[config.mk]
export PLATFORM = sky130hd
export DESIGN_NAME = debounce_scan_ctrl
export DESIGN_NICKNAME = d
export VERILOG_FILES = /design/src/rtl/debounce_scan_ctrl.sv
export SDC_FILE = /design/constraint.sdc
export NUM_CORES = 1
export LEC_CHECK = 0
export CORE_MARGIN = 2
export CORE_UTILIZATION = 50
export CTS_BUF_LIST = sky130_fd_sc_hd__clkbuf_2
export DETAILED_ROUTE_END_ITERATION = 10
export GPL_TIMING_DRIVEN = 0
export PLACE_DENSITY = 0.68
export SLEW_MARGIN = 20
export SYNTH_ARGS = -nofsm -noshare
export SYNTH_HDL_FRONTEND = slang
export SYNTH_SLANG_ARGS = --single-unit
[constraint.sdc]
create_clock -name clk -period 5.2 [get_ports clk]
set_clock_uncertainty 0.2 [all_clocks]
set_input_delay 1.3 -clock clk [delete_from_list [all_inputs] [get_ports clk]]
set_output_delay 1.3 -clock clk [all_outputs]
set_load 0.005 [all_outputs]
[src/rtl/debounce_scan_ctrl.sv]
// -----------------------------------------------------------------------------
// debounce_scan_ctrl
//
// Purpose:
//   Bus master for a set of debouncer boards sharing one 3-bit select bus
//   (a_bus) and one 8-bit result bus (bus_data). Slots 0..NUM_SLOTS-1 are
//   addressed round-robin. Each slot is driven for SETTLE cycles, sampled,
//   and compared with a stored image. Changes are queued as events in a
//   first-word-fall-through FIFO that is drained with a valid/ready handshake.
//
// Ports:
//   clk           system clock, rising edge
//   rst           asynchronous, active-high reset
//   en            scan enable
//   bus_data[7:0] shared debouncer output bus
//   a_bus[2:0]    slot select onto the debouncer aBus
//   bus_oe        high while a slot is being addressed
//   evt_valid     FIFO head valid
//   evt_ready     consumer accepts the head event
//   evt_slot[2:0] slot of the head event
//   evt_data[7:0] newly sampled byte of the head event
//   evt_mask[7:0] changed bits of the head event (new XOR old)
//   overflow      sticky flag: a change was dropped because the FIFO was full
//   clr_overflow  clears overflow (a new drop in the same cycle wins)
// -----------------------------------------------------------------------------
module debounce_scan_ctrl #(
  parameter int NUM_SLOTS  = 8,
  parameter int SETTLE     = 2,
  parameter int FIFO_DEPTH = 4
) (
  input  logic       clk,
  input  logic       rst,
  input  logic       en,
  input  logic [7:0] bus_data,
  output logic [2:0] a_bus,
  output logic       bus_oe,
  output logic       evt_valid,
  input  logic       evt_ready,
  output logic [2:0] evt_slot,
  output logic [7:0] evt_data,
  output logic [7:0] evt_mask,
  output logic       overflow,
  input  logic       clr_overflow
);

  localparam int CNT_W = (SETTLE > 1) ? $clog2(SETTLE) : 1;
  localparam int PTR_W = $clog2(FIFO_DEPTH);
  localparam int FCNT_W = PTR_W + 1;

  localparam logic [2:0]        LAST_SLOT   = 3'(NUM_SLOTS - 1);
  localparam logic [CNT_W-1:0]  SETTLE_LOAD = CNT_W'(SETTLE - 1);
  localparam logic [FCNT_W-1:0] DEPTH_CNT   = FCNT_W'(FIFO_DEPTH);

  typedef enum logic [1:0] {
    S_IDLE,
    S_DRIVE,
    S_COMPARE
  } state_t;

  // Scan state
  state_t           state_q, state_d;
  logic [2:0]       slot_q, slot_d;
  logic [CNT_W-1:0] settle_q, settle_d;
  logic [2:0]       a_bus_q, a_bus_d;
  logic             bus_oe_q, bus_oe_d;
  logic [7:0]       sample_q, sample_d;
  logic [7:0][7:0]  image_q, image_d;
  logic [7:0]       primed_q, primed_d;

  // Event FIFO state
  logic [PTR_W-1:0]  rd_ptr_q, rd_ptr_d;
  logic [PTR_W-1:0]  wr_ptr_q, wr_ptr_d;
  logic [FCNT_W-1:0] count_q, count_d;
  logic              overflow_q, overflow_d;
  logic [18:0]       fifo_mem [FIFO_DEPTH];

  // Compare-stage decisions
  logic [7:0] diff;
  logic       changed;
  logic       pop;
  logic       push_ok;
  logic       push;
  logic       ovf_set;
  logic [2:0] next_slot;

  assign diff      = sample_q ^ image_q[slot_q];
  assign pop       = (count_q != '0) && evt_ready;
  // A pop in the same cycle frees the slot the push needs, so a full FIFO
  // still accepts the new event.
  assign push_ok   = (count_q < DEPTH_CNT) || pop;
  assign changed   = (state_q == S_COMPARE) && primed_q[slot_q] && (diff != '0);
  assign push      = changed && push_ok;
  assign ovf_set   = changed && !push_ok;
  assign next_slot = (slot_q == LAST_SLOT) ? 3'd0 : slot_q + 3'd1;

  always_comb begin
    // NOTE: every _d starts as its _q so no path through the case leaves a
    // signal unassigned; that is what keeps this block free of latches.
    state_d  = state_q;
    slot_d   = slot_q;
    settle_d = settle_q;
    a_bus_d  = a_bus_q;
    bus_oe_d = bus_oe_q;
    sample_d = sample_q;
    image_d  = image_q;
    primed_d = primed_q;

    unique case (state_q)
      S_IDLE: begin
        bus_oe_d = 1'b0;
        if (en) begin
          state_d  = S_DRIVE;
          settle_d = SETTLE_LOAD;
          a_bus_d  = slot_q;
          bus_oe_d = 1'b1;
        end
      end

      S_DRIVE: begin
        if (settle_q == '0) begin
          // Last settle cycle: capture the bus as this cycle ends.
          sample_d = bus_data;
          state_d  = S_COMPARE;
          bus_oe_d = 1'b0;
        end else begin
          settle_d = settle_q - CNT_W'(1);
        end
      end

      S_COMPARE: begin
        if (!primed_q[slot_q]) begin
          image_d[slot_q]  = sample_q;
          primed_d[slot_q] = 1'b1;
        end else if (push) begin
          image_d[slot_q] = sample_q;
        end
        // A dropped change leaves the image stale so the next pass sees it again.
        slot_d = next_slot;
        if (en) begin
          state_d  = S_DRIVE;
          settle_d = SETTLE_LOAD;
          a_bus_d  = next_slot;
          bus_oe_d = 1'b1;
        end else begin
          state_d  = S_IDLE;
          bus_oe_d = 1'b0;
        end
      end

      default: begin
        state_d  = S_IDLE;
        bus_oe_d = 1'b0;
      end
    endcase
  end

  always_comb begin
    rd_ptr_d   = pop  ? rd_ptr_q + PTR_W'(1) : rd_ptr_q;
    wr_ptr_d   = push ? wr_ptr_q + PTR_W'(1) : wr_ptr_q;
    count_d    = count_q;
    overflow_d = overflow_q;

    unique case ({push, pop})
      2'b10:   count_d = count_q + FCNT_W'(1);
      2'b01:   count_d = count_q - FCNT_W'(1);
      default: count_d = count_q;
    endcase

    if (ovf_set) begin
      overflow_d = 1'b1;
    end else if (clr_overflow) begin
      overflow_d = 1'b0;
    end
  end

  // NOTE: state flops use non-blocking assignments so every flop samples the
  // pre-edge value of every other flop, regardless of statement order.
  always_ff @(posedge clk or posedge rst) begin
    if (rst) begin
      state_q    <= S_IDLE;
      slot_q     <= 3'd0;
      settle_q   <= '0;
      a_bus_q    <= 3'd0;
      bus_oe_q   <= 1'b0;
      sample_q   <= 8'd0;
      image_q    <= '0;
      primed_q   <= '0;
      rd_ptr_q   <= '0;
      wr_ptr_q   <= '0;
      count_q    <= '0;
      overflow_q <= 1'b0;
    end else begin
      state_q    <= state_d;
      slot_q     <= slot_d;
      settle_q   <= settle_d;
      a_bus_q    <= a_bus_d;
      bus_oe_q   <= bus_oe_d;
      sample_q   <= sample_d;
      image_q    <= image_d;
      primed_q   <= primed_d;
      rd_ptr_q   <= rd_ptr_d;
      wr_ptr_q   <= wr_ptr_d;
      count_q    <= count_d;
      overflow_q <= overflow_d;
    end
  end

  // NOTE: FIFO storage is deliberately not reset; entries are only visible
  // when count_q says they are valid, and the head outputs are gated below.
  always_ff @(posedge clk) begin
    if (push) begin
      fifo_mem[wr_ptr_q] <= {slot_q, sample_q, diff};
    end
  end

  logic [18:0] head;
  assign head = fifo_mem[rd_ptr_q];

  assign a_bus     = a_bus_q;
  assign bus_oe    = bus_oe_q;
  assign evt_valid = (count_q != '0);
  assign evt_slot  = evt_valid ? head[18:16] : 3'd0;
  assign evt_data  = evt_valid ? head[15:8]  : 8'd0;
  assign evt_mask  = evt_valid ? head[7:0]   : 8'd0;
  assign overflow  = overflow_q;

endmodule
# Word level (Yosys, flattened, before mapping)
# Memories as Yosys holds them, arrays and structs flattened.
# Index checks and enable logic that the tools add are counted.
[classes] n_addsub=6 order_cmp=3 n_eq_ne=10 mux=33 bitwise_logic=4 n_reduce_logical=22
[ops] operator="2-to-1 mux 64 bit" count=2
[ops] operator="bitwise mux 64 bit" count=1
[ops] operator="2-to-1 mux 8 bit" count=4
[ops] operator="binary-select mux 8 bit (select 3 bit)" count=1
[ops] operator="demux 8 bit (select 3 bit)" count=1
[ops] operator="2-to-1 mux 3 bit" count=4
[ops] operator="one-hot mux 3 bit (2 select lines)" count=2
[ops] operator="2-to-1 mux 1 bit" count=11
[ops] operator="AND reduction 2 bit" count=5
[ops] operator="inequality test 2 bit (second input constant)" count=4
[ops] operator="OR 8 bit" count=1
[ops] operator="nonzero test 2 bit" count=4
[ops] operator="nonzero test 8 bit" count=1
[ops] operator="bitwise XOR 8 bit" count=1
[ops] operator="adder 3 x 1 -> 3 bit (second input constant)" count=2
[ops] operator="logical AND 1 bit" count=6
[ops] operator="one-hot mux 2 bit (3 select lines)" count=1
[ops] operator="adder 2 x 1 -> 2 bit (second input constant)" count=2
[ops] operator="== test 2 x 1 -> 1 bit (second input constant)" count=2
[ops] operator="== test 2 bit (second input constant)" count=2
[ops] operator="less-than comparator 3 x 4 -> 1 bit (second input constant)" count=1
[ops] operator="2-to-1 mux 2 bit" count=2
[ops] operator="one-hot mux 1 bit (2 select lines)" count=2
[ops] operator="binary-select mux 1 bit (select 3 bit)" count=1
[ops] operator="other kinds (14)" count=15
[totals] register_bits=98 mem_bits_rw=76 input_bits=13 wordCells=98 mem_count=1
[memory_table] name="fifo_mem" depth=4 width=19 rd=1 rd_ports_with_merged_regs=0 wr=1 line="75" rtl="logic [18:0] fifo_mem [FIFO_DEPTH];"

# Depth between registers and ports, before layout
# Gate-level depths: netlist (run 1).
[depth] ltp_word=8 ltp_mapped=17

# Least setup slack after synthesis (run 1)
# Ideal clock, no wire load.
[synth_path] path_kind="flip-flop to flip-flop" startpoint="register slot_q[0]" endpoint="register count_q[2]" setup_time_ps=79 arrival_ps=3282 t_required_ps=4921 path_slack_ps=1639 stages_incl_launch_ff=18 path_buffers=4 synth_period_minus_slack_ps=3561 path_cell_list="dfrtp_1 > buf_6 > buf_6 > buf_2 > mux2i_1 > o22ai_1 > or3_1 > a21o_1 > nor4_2 > buf_6 > nor4_2 > inv_1 > ha_1 > inv_1 > fa_1 > xor2_1 > nor2_1 > xor2_1"
[synth_via] elab_chain_len=8
[synth_lines] element="from (decl)" line="62" rtl="logic [2:0] slot_q, slot_d;"
[synth_lines] element="from (signal assigned)" line="194" rtl="slot_q <= slot_d;"
[synth_lines] element="binary-select mux 8 bit (select 3 bit)" line="86" rtl="assign diff = sample_q ^ image_q[slot_q];"
[synth_lines] element="2-to-1 mux 8 bit (implied by the code)" line="86"
[synth_lines] element="bitwise XOR 8 bit" line="86"
[synth_lines] element="nonzero test 8 bit" line="91" rtl="assign changed = (state_q == S_COMPARE) && primed_q[slot_q] && (diff != '0);"
[synth_lines] element="logical AND 1 bit (*)" line="91"
[synth_lines] element="logical AND 1 bit (*)" line="92" rtl="assign push = changed && push_ok;"
[synth_lines] element="== test 2 x 1 -> 1 bit or == test 2 bit (tied branches)" line="163" rtl="unique case ({push, pop})"
[synth_lines] element="one-hot mux 3 bit (2 select lines) or nonzero test 2 bit (tied branches)"
[synth_lines] element="to (signal assigned)" line="203" rtl="count_q <= count_d;"
[synth_lines] element="to (decl)" line="73" rtl="logic [FCNT_W-1:0] count_q, count_d;"
# Every way passes the cells marked *; elsewhere a longest branch is shown, timed or not. The select of a mux whose other input is x is not followed.
# A chain may end at the register's enable or synchronous reset.

# Worst setup path after layout (run 1)
[layout_path] startpoint="register rd_ptr_q[0]" endpoint="output port evt_mask[6]"
[layout_via] elab_chain_len=2
[layout_lines] element="from (decl)" line="71" rtl="logic [PTR_W-1:0] rd_ptr_q, rd_ptr_d;"
[layout_lines] element="from (signal assigned)" line="201" rtl="rd_ptr_q <= rd_ptr_d;"
[layout_lines] element="memory (4 x 19 bit)"
[layout_lines] element="2-to-1 mux 8 bit" line="224" rtl="assign evt_mask = evt_valid ? head[7:0] : 8'd0;"
[layout_lines] element="to (decl)" line="41" rtl="output logic [7:0] evt_mask,"
# Every way passes these cells.

==> reports/summary.txt, run 1 <==
Status = finished clean
Final setup vio count = 0
Warnings from Yosys = 0
Via count = 4,176
Slew Limit Fails = 0
Global-route wire length before repair = 23,900 microns
Seq/Total Area, Yosys = 61.9%
Crit-path cells = buf_1 -> mux4_2 -> and2_1 -> clkdlybuf4s50_1
Drt total wl = 14,700 microns
Leak = 3.43 nW
Syn Std Cell Area = 7650 sq um
Peak VDD IR = 0.178 mV
Chip width = 128 microns
Most used DFF post-synth = dfrtp_1
Synth Register Bits = 174
H-tree depth = 4
Area grow syn2layout = 11.6%
Worst-Skew Late Latency = 0.72 ns
Total GRT Usage = 19.8%
Hold Fails Final Rpt = 0
RSZ-0062 raised after global routing = false
Share of synthesized registers carrying an async set or reset = 56.3%
Die Span Y = 128 microns
Crit path time final = 4.60 ns
Metal3 WL = 437 microns
Pwr/cell area = 569 nW/um^2
Wirelength per Cell = 19.8 microns
Cells after DPL = 707
Area of the die = 16,300 sq um
I/O pin count = 38
Post-CTS Resized = 0
WS Path Type = flop to primary output
DRT Pass-1 Iters = 4
Port-buffer cells = 37
Final worst-path cycle share = 88.4%
CP Capture Type = primary output
GPL Wtd Cong = 0.829
Longest Clk Path Bufs = 2
Initial Util = 50.7%
Number of global-route vias before repair = 4,388
Gr ovfl total = 0
Top Layer Used = met4
Hold Crit Class = flop to flop
Number of enable flip-flop cells after synthesis = 76
Final cell count without fillers = 741
Synthesized area per cell = 15.9 sq um
Cts bufs inserted = 17
Critical path fanouts, max = 10
Initial antenna violation count = 1
Site row count = 45
CTS tree = done
Core box area = 15,100 sq um
Remaining DRCs = 0
DRT iter0 DRCs = 401
Clock slew at reported path FFs = 0.23 ns
Largest net degree at the start of global routing = 69
Post-DP HPWL = 9730 microns
Crit path launch type = flop
Count of cell types in the netlist = 44
Via/cell ratio = 5.64
Total nets after synthesis = 502
Hold WS = 0.291 ns
Max Clk Rate = 217 MHz
Largest delay contributor family on the critical path = buffers and inverters
CTS root buf = clkbuf_2
Max-Cap Viols = 0
Wire length on met2 = 7560 microns
Metal1 wirelength = 6480 microns
Antenna-violating nets left = 0
Clock Sinks = 174
Bufs and invs on worst path = 2
Max stage delay on crit path = 0.71 ns
Worst slew pin tran = 1.06 ns
Worst relative slew slack = 29.1%
Critical path arrival = 3.10 ns
Cells after synthesis = 481
Post-CTS setup buffer count = 0
Fin nets = 559
Total Power = 4.86 mW
CTS Hold Buffers Added = 0
Worst path required time = 3.70 ns
Share of layout cells above drive strength 1 = 30.5%
Crit-path slowest cell = buf_1
[area by class of cell]
class	count	area [sq um]
clock inverters	12	143
multi-input cells	272	2750
plain buffers	26	133
fillers	1200	6550
flip-flops and latches	174	4730
repair buffers	38	398
diodes	2	5.00
well taps	188	235
clock buffers	20	100
inverters	9	38.8
[final timing paths]
kind	from	end	slack, ns	cells after the start
setup / recovery	rd_ptr_q[0]	evt_mask[6]	0.60	4
hold / removal	primed_q[2]	primed_q[2]	0.29	1
setup reg to reg	slot_q[2]	fifo_mem[2][6]	0.86	10
hold reg to reg	primed_q[2]	primed_q[2]	0.29	1
max in group asynchronous	rst	sample_q[1]	3.49	3
min in group asynchronous	rst	slot_q[0]	0.68	2
[cell families after synthesis]
family / after synthesis / share of synthesized area (%)
AO/OA/AOI/OAI: 36 / 4.15
XOR/XNOR: 9 / 1.03
adder cells (fa/ha/maj): 8 / 1.41
buffers and inverters: 35 / 2.17
flip-flops: 174 / 61.9
multiplexers: 128 / 22.7
AND/OR/NAND/NOR: 91 / 6.67
[cells in the final DEF, fill, tap and decap left out, drive strengths merged, types with 3 or more instances in the layout]
cell type	synthesis	layout
or3	6	6
clkdlybuf4s50	0	37
nor2	10	10
nor2b	3	3
xnor2	6	6
o21ai	10	10
inv	8	9
clkinv	1	7
mux2i	11	11
edfxtp	76	76
dfrtp	98	98
mux2	92	92
nand3	7	7
and2	26	26
ha	7	7
xor2	3	3
o22ai	12	12
nand4	3	3
buf	13	14
a21o	4	4
nand2b	11	11
nand2	17	17
clkbuf	13	33
bufinv	0	3
mux4	25	25
[where the power goes]
part / leakage (nW) / switching [mW] / internal (mW)
combinational: 1.35 / 0.983 / 1.03
sequential: 1.93 / 0.215 / 1.92
clock: 0.147 / 0.443 / 0.269
total: 3.43 / 1.64 / 3.22
[metal layers]
| layer | global-route usage [%] | vias up |
|---|---|---|
| met1 | 25.3 | 2151 |
| met3 | 4.01 | 17 |
| met4 | 7.43 | 0 |
| li1 | - | 1918 |
| met2 | 33.7 | 90 |
| met5 | 0 | - |
[state kept, by name, summed over array words and instances (netlist names), 2 cells and up]
name and cells:
fifo_mem 76, image_q 64, primed_q 8, sample_q 8
a_bus 3, count_q 3, slot_q 3, rd_ptr_q 2
state_q 2, wr_ptr_q 2
[worst reg2reg max path, delay by kind of cell (launching register included)]
family / cells / cell delay [ns]
compound gates: 1 / 0.15
simple gates: 3 / 1.51
xor+xnor: 1 / 0.28
mux: 2 / 0.61
flops: 1 / 0.53
buf+inv: 3 / 0.70
[metrics by stage]
stage,TNS (ns),utilization (%),worst slack (ns),cell area [sq um]
after global routing,0,56.6,0.284,8540
after CTS,0,56.6,0.463,8540
final,0,56.6,0.601,8540
after floorplan,0,-,1.14,7650
after detailed placement,0,55.0,0.879,8290
after global placement,-25.92,54.7,-0.269,8260
[Yosys cell counts (all sizes together), types with 3 or more instances]
| cell | number | area [sq um] |
|---|---|---|
| edfxtp | 76 | 2280 |
| nor2b | 3 | 18.8 |
| o21ai | 10 | 57.6 |
| o22ai | 12 | 87.6 |
| a21o | 4 | 30.0 |
| mux2i | 11 | 110 |
| xor2 | 3 | 26.3 |
| buf | 13 | 83.8 |
| and2 | 26 | 163 |
| nor2 | 10 | 37.5 |
| nand2 | 17 | 63.8 |
| mux2 | 92 | 1070 |
| inv | 8 | 30.0 |
| xnor2 | 6 | 52.6 |
| dfrtp | 98 | 2450 |
| clkbuf | 13 | 48.8 |
| mux4 | 25 | 563 |
| nand3 | 7 | 35.0 |
| nand4 | 3 | 18.8 |
| or3 | 6 | 37.5 |
| nand2b | 11 | 68.8 |
| ha | 7 | 87.6 |
(Power assumes the default switching activity.)
==> run 2, diff against run 1 <==
--- a/config.mk
+++ b/config.mk
@@ -6,11 +6,11 @@
 export NUM_CORES = 1
 export LEC_CHECK = 0
 export CORE_MARGIN = 2
-export CORE_UTILIZATION = 50
+export CORE_UTILIZATION = 30
 export CTS_BUF_LIST = sky130_fd_sc_hd__clkbuf_2
 export DETAILED_ROUTE_END_ITERATION = 10
 export GPL_TIMING_DRIVEN = 0
-export PLACE_DENSITY = 0.68
+export PLACE_DENSITY = 0.52
 export SLEW_MARGIN = 20
 export SYNTH_ARGS = -nofsm -noshare
 export SYNTH_HDL_FRONTEND = slang
==> constraint.sdc (replaced) <==
create_clock -name clk -period 4.4 [get_ports clk]
set_clock_uncertainty 0.2 [all_clocks]
set_input_delay 1.1 -clock clk [delete_from_list [all_inputs] [get_ports clk]]
set_output_delay 1.1 -clock clk [all_outputs]
set_load 0.005 [all_outputs]
==> run 2 against run 1 <==
Against the previous run:
- sequential share of layout area shrank 1.5 points
- sequential power is 19% higher
- global-route usage is 7.0 points lower
- highest routed layer unchanged
- register-to-register slack got worse by 0.58 ns
- sequential cell count did not move
- cell area increased by 2.9%
- clock power is 33% higher
- first-iteration DRC count decreased by 39%
- count of clock-buffer cells in the layout fell by 3
- non-clock buffer count is the same
- critical path depth did not move
==> reports/summary.txt, run 2 (synthesis results as in run 1) <==
Peak VDD IR = 0.213 mV (+20%)
Sequential power share = 42.8% (-1.1 points)
Hold Crit Class = flop to flop
Worst relative slew slack = 40.1% (+11 points)
Max-Cap Viols = 0 (unchanged)
Reg2reg end = count_q[2]
DP Area = 8470 sq um (+2.1%)
Layout Utilization = 35.0% (-22 points)
Die Span Y = 164 microns (+28%)
Antenna-violating nets left = 0 (unchanged)
Max FFs per register = 76 (unchanged)
Leak = 3.46 nW (+0.84%)
Switching pwr = 2.05 mW (+25%)
Port-buffer cells = 37 (unchanged)
Sum of negative setup slack = 0 ns (unchanged)
Area grow syn2layout = 14.8%
R2R Path Start = slot_q[0]
Max Clk Rate = 241 MHz
Crit-path slowest cell = mux4_2
Critical path arrival = 2.85 ns (-0.25 ns)
CP Capture Type = primary output
Wirelength per Cell = 18.2 microns (-8.3%)
Logic pwr share = 41.1% (-0.4 points)
Final setup vio count = 0 (unchanged)
Setup ws final = 0.250 ns (-0.351 ns)
CTS Hold Buffers Added = 0 (unchanged)
Post-DP HPWL = 10,900 microns (+12%)
Commonest non-fill, non-tap cell in the layout = dfrtp_1
Pwr/cell area = 671 nW/um^2 (+18%)
I/O pin count = 38 (unchanged)
Fill count = 2,411 (+100%)
P_int = 3.84 mW (+19%)
Reg2reg path depth = 17 (+7)
Global-route wire length before repair = 25,300 microns (+5.9%)
R2R setup slack = 0.28 ns (-0.58 ns)
Top reg by flops = fifo_mem
GPL Wtd Cong = 0.823 (-0.72%)
Final worst-path cycle share = 94.3%
CTS tree = done
Top flop regs = fifo_mem (76), image_q (64)
Drt total wl = 16,000 microns (+9.3%)
Sw frac = 34.8% (+1.1 points)
Area of the die = 26,800 sq um (+64%)
Remaining DRCs = 0 (unchanged)
Final cell count without fillers = 883 (+19%)
Critical path fanouts, max = 10 (unchanged)
DRT iter0 DRCs = 245 (-39%)
Worst-Skew Late Latency = 0.75 ns (+0.03 ns)
Clock slew at reported path FFs = 0.25 ns (+0.02 ns)
Crit path launch = rd_ptr_q[0]
Cells after DPL = 849 (+20%)
Dpl ws = -0.00951 ns (-0.889 ns)
Cts bufs inserted = 17 (unchanged)
Longest Clk Path Bufs = 2 (unchanged)
Clock group share of total power = 16.1% (+1.4 points)
Largest net degree at the start of global routing = 54 (-22%)
Status = finished clean
Number of global-route vias before repair = 4,487 (+2.3%)
Gr ovfl total = 0 (unchanged)
Clock Sinks = 174 (unchanged)
Initial antenna violation count = 1 (unchanged)
Worst slew pin tran = 0.895 ns (-0.168 ns)
Worst path required time = 3.10 ns (-0.60 ns)
Total GRT Usage = 12.8% (-7.0 points)
Crit path time final = 4.15 ns
Chip width = 164 microns (+28%)
WS Path Type = flop to primary output
Via/cell ratio = 4.70 (-17%)
Crit-path cells = clkdlybuf4s18_2 -> mux4_2 -> and2_1 -> clkdlybuf4s50_1
Fin nets = 559 (unchanged)
CP endpoint = evt_data[7]
Max stage delay on crit path = 0.57 ns (-0.14 ns)
CTS root buf = clkbuf_2
Total Power = 5.90 mW (+21%)
Hold WS = 0.291 ns (+0.000178 ns)
Slew Limit Fails = 0 (unchanged)
Commonest non-fill, non-tap cells in the layout = 96 x dfrtp_1, 84 x mux2_2, 76 x edfxtp_1
Initial Util = 30.5% (-20 points)
Site row count = 58 (+29%)
Crit path launch type = flop
Hold Fails Final Rpt = 0 (unchanged)
DRT Pass-1 Iters = 4 (unchanged)
H-tree depth = 4 (unchanged)
RSZ-0062 raised after global routing = false
Share of layout cells above drive strength 1 = 32.5% (+2.0 points)
Via count = 4,152 (-0.57%)
Core box area = 25,100 sq um (+66%)
Final non-filler cell area = 8790 sq um (+2.9%)
-- run 2: cell types whose count changed in the layout (fill, tap and decap cells not counted), moves of 3 or more --
| cell | change |
|---|---|
| and2_1 | -4 |
| and2_2 | +4 |
| clkbuf_2 | -3 |
| inv_6 | +4 |
| clkinv_1 | -3 |
-- run 2: worst min-delay path by stage --
stage	startpoint	end	slack, ns	cells past startpoint
2_1_floorplan	primed_q[2]	primed_q[2]	0.23	1
6_report	primed_q[4]	primed_q[4]	0.29	1
5_1_grt	primed_q[4]	primed_q[4]	0.31	1
3_3_place_gp	primed_q[2]	primed_q[2]	0.24	1
3_5_place_dp	primed_q[4]	primed_q[4]	0.24	1
4_1_cts	primed_q[4]	primed_q[4]	0.30	1
-- run 2: cell type report --
type | count | area, sq um | share of cell area [%]
clock buffer | 17 | 85.1 | 0.968
clock inverter | 15 | 208 | 2.36
inverter | 9 | 38.8 | 0.441
antenna | 2 | 5.00 | 0.0569
multi-input combinational | 272 | 2760 | 31.4
buffer | 26 | 146 | 1.67
tap | 330 | 413 | 4.70
timing repair buffer | 38 | 398 | 4.53
sequential | 174 | 4740 | 53.9
-- run 2: layer usage --
layer | wire, microns | share of wire (%) | vias up | global-route usage, %
li1 | - | - | 1905 | -
met1 | 7080 | 44 | 2138 | 15.8
met2 | 8080 | 50 | 81 | 22.0
met3 | 499 | 3.1 | 28 | 2.53
met4 | 369 | 2.3 | 0 | 5.06
met5 | 0 | 0 | - | 0
-- run 2: what timing repair did --
action | CTS | global route
resized for setup | 8 | 3
setup endpoints to repair | 94 | 4
setup buffers | 0 | 0
-- run 2: critical path: cells and delay by family, from the launching register on --
family,cells,cell delay [ns]
flops,1,0.46
simple gates,1,0.18
mux,1,0.57
buf+inv,2,0.92
-- run 2: power by group through the flow --
stage               Clock [mW]  Sequential (mW)  Combinational (mW)
CTS                      0.986             2.53                2.47
global placement             0             2.54                2.39
detailed placement           0             2.57                2.45
floorplan                    0             2.47                1.68
finish                   0.950             2.53                2.42
global route              1.05             2.58                2.67
==> run 3, diff against run 2 <==
--- a/config.mk
+++ b/config.mk
@@ -11,6 +11,8 @@
 export DETAILED_ROUTE_END_ITERATION = 10
 export GPL_TIMING_DRIVEN = 0
 export PLACE_DENSITY = 0.52
+export RECOVER_POWER = 25
+export SETUP_SLACK_MARGIN = 0.02
 export SLEW_MARGIN = 20
 export SYNTH_ARGS = -nofsm -noshare
 export SYNTH_HDL_FRONTEND = slang
==> run 3 against run 2 <==
Against the previous run:
- the flow now finishes with violations (capacitance limit, slew limit)
- count of clock-buffer cells in the layout did not move
- hold slack barely moved
- setup slack improved by 0.0073 ns
- non-clock buffer count fell by 1
- combinational power barely moved
- clock power barely moved
- first-iteration DRC count did not move
- global-route usage did not move
- via count rose by 0.55%
- total power fell by 0.16%
- largest cell class unchanged
- largest power group unchanged
==> reports/summary.txt, run 3 (synthesis results as in run 1) <==
Status = complete, but fails checks
Failing checks = capacitance limit, slew limit
Layout Utilization = 35.0% (-0.055 points)
Wirelength per Cell = 18.1 microns (-0.12%)
Hold Crit Class = flop to flop
Final setup vio count = 0 (unchanged)
Post-DP HPWL = 10,900 microns (unchanged)
Global-route wire length before repair = 25,300 microns (unchanged)
Critical path arrival = 2.84 ns (about the same)
Cells after DPL = 849 (unchanged)
Clock slew at reported path FFs = 0.25 ns (about the same)
CTS Hold Buffers Added = 0 (unchanged)
Post-CTS Resized = 8 (unchanged)
Peak VDD IR = 0.213 mV (about the same)
WS Path Type = flop to primary output
Crit-path cells = clkdlybuf4s15_2 -> mux4_2 -> and2_1 -> clkdlybuf4s50_1
Drt total wl = 16,000 microns (-0.24%)
Commonest non-fill, non-tap cell in the layout = dfrtp_1
Fin nets = 558 (-0.18%)
Storage cell area = 4740 sq um (unchanged)
Max FFs per register = 76 (unchanged)
Fill count = 2,412 (+0.041%)
Core box area = 25,100 sq um (unchanged)
CTS tree = done
Initial Util = 30.5% (unchanged)
Antenna-violating nets left = 0 (unchanged)
Area grow syn2layout = 14.6%
Metal1 wirelength = 7020 microns (-0.90%)
CP Capture Type = primary output
Initial antenna violation count = 1 (unchanged)
Largest net degree at the start of global routing = 54 (unchanged)
DRT iter0 DRCs = 245 (unchanged)
H-tree depth = 4 (unchanged)
Area of the die = 26,800 sq um (unchanged)
Post-CTS setup buffer count = 0 (unchanged)
Top reg by flops = fifo_mem
Top Layer Used = met4
Crit path time final = 4.14 ns (-0.00729 ns)
Pwr/cell area = 671 nW/um^2 (about the same)
Setup ws final = 0.258 ns (+0.00729 ns)
Max stage delay on crit path = 0.55 ns (-0.02 ns)
Dpl ws = -0.00951 ns (unchanged)
Worst path required time = 3.10 ns (about the same)
Chip width = 164 microns (unchanged)
DP Area = 8470 sq um (unchanged)
Worst relative slew slack = -64.4% (-100 points)
Leak = 3.45 nW (-0.27%)
Top flop regs = fifo_mem (76), image_q (64)
Worst-Skew Late Latency = 0.75 ns (about the same)
Hold WS = 0.291 ns (-0.0000720 ns)
Final worst-path cycle share = 94.1% (-0.17 points)
Commonest non-fill, non-tap cells in the layout = 96 x dfrtp_1, 84 x mux2_2, 76 x edfxtp_1
DRT Pass-1 Iters = 4 (unchanged)
Metal3 WL = 539 microns (+8.0%)
Remaining DRCs = 0 (unchanged)
Port-buffer cells = 37 (unchanged)
Max Clk Rate = 241 MHz (+0.18%)
Wire length on met2 = 8100 microns (+0.15%)
Max-Cap Viols = 1 (+1)
Via/cell ratio = 4.73 (+0.67%)
Hold Fails Final Rpt = 0 (unchanged)
Site row count = 58 (unchanged)
Critical path fanouts, max = 10 (unchanged)
CTS root buf = clkbuf_2
Cts bufs inserted = 17 (unchanged)
Total GRT Usage = 12.8% (unchanged)
Longest Clk Path Bufs = 2 (unchanged)
Clock Sinks = 174 (unchanged)
RSZ-0062 raised after global routing = true
Share of layout cells above drive strength 1 = 32.4% (-0.12 points)
Final non-filler cell area = 8780 sq um (-0.16%)
Gr ovfl total = 0 (unchanged)
Final cell count without fillers = 882 (-0.11%)
I/O pin count = 38 (unchanged)
Crit-path slowest cell = mux4_2
Die Span Y = 164 microns (unchanged)
GPL Wtd Cong = 0.823 (unchanged)
Via count = 4,175 (+0.55%)
Crit path launch type = flop
Number of global-route vias before repair = 4,487 (unchanged)
Worst slew pin tran = 2.45 ns (+1.56 ns)
Slew Limit Fails = 53 (+53)
Area of the multi-input gates = 2760 sq um (unchanged)
-- run 3: path summary, 6_finish.rpt --
check / start / endpoint / slack [ns] / cells past startpoint
min reg2reg: primed_q[4] / primed_q[4] / 0.29 / 1
max reg2reg: slot_q[2] / count_q[2] / 0.30 / 16
min: primed_q[4] / primed_q[4] / 0.29 / 1
max: rd_ptr_q[0] / evt_slot[0] / 0.26 / 4
max in group asynchronous: rst / sample_q[6] / 1.66 / 2
min in group asynchronous: rst / image_q[45] / 1.27 / 2
-- run 3: per-stage QoR --
step / setup TNS (ns) / power [mW]
after global placement: -91.61 / 4.93
after detailed placement: -0.249 / 5.02
after global routing: 0 / 6.29
after CTS: 0 / 5.99
after floorplan: 0 / 4.14
final: 0 / 5.89
-- run 3: power by group --
part	total [mW]	internal (mW)	leakage (nW)	switching, mW
logic	2.41	1.23	1.35	1.18
registers	2.53	2.27	1.93	0.258
clock network	0.950	0.342	0.168	0.608
total	5.89	3.84	3.45	2.05
-- run 3: area by class of cell --
| cell class | count | area share [%] |
|---|---|---|
| clock inverters | 15 | 2.37 |
| plain buffers | 25 | 1.55 |
| diodes | 2 | 0.0570 |
| multi-input cells | 272 | 31.4 |
| inverters | 9 | 0.399 |
| flip-flops and latches | 174 | 54.0 |
| well taps | 330 | 4.70 |
| repair buffers | 38 | 4.53 |
| clock buffers | 17 | 0.969 |
-- run 3: routing by layer --
metal,vias to the layer above,track usage (%)
met2,100,22.0
met1,2143,15.8
met4,0,5.06
met3,27,2.53
li1,1905,-
met5,-,0
-- run 3: worst max-delay path: cells and delay by family (launching register included) --
| family | cells | cell delay, ns |
|---|---|---|
| buffers and inverters | 2 | 0.92 |
| flip-flops | 1 | 0.46 |
| multiplexers | 1 | 0.55 |
| AND/OR/NAND/NOR | 1 | 0.17 |
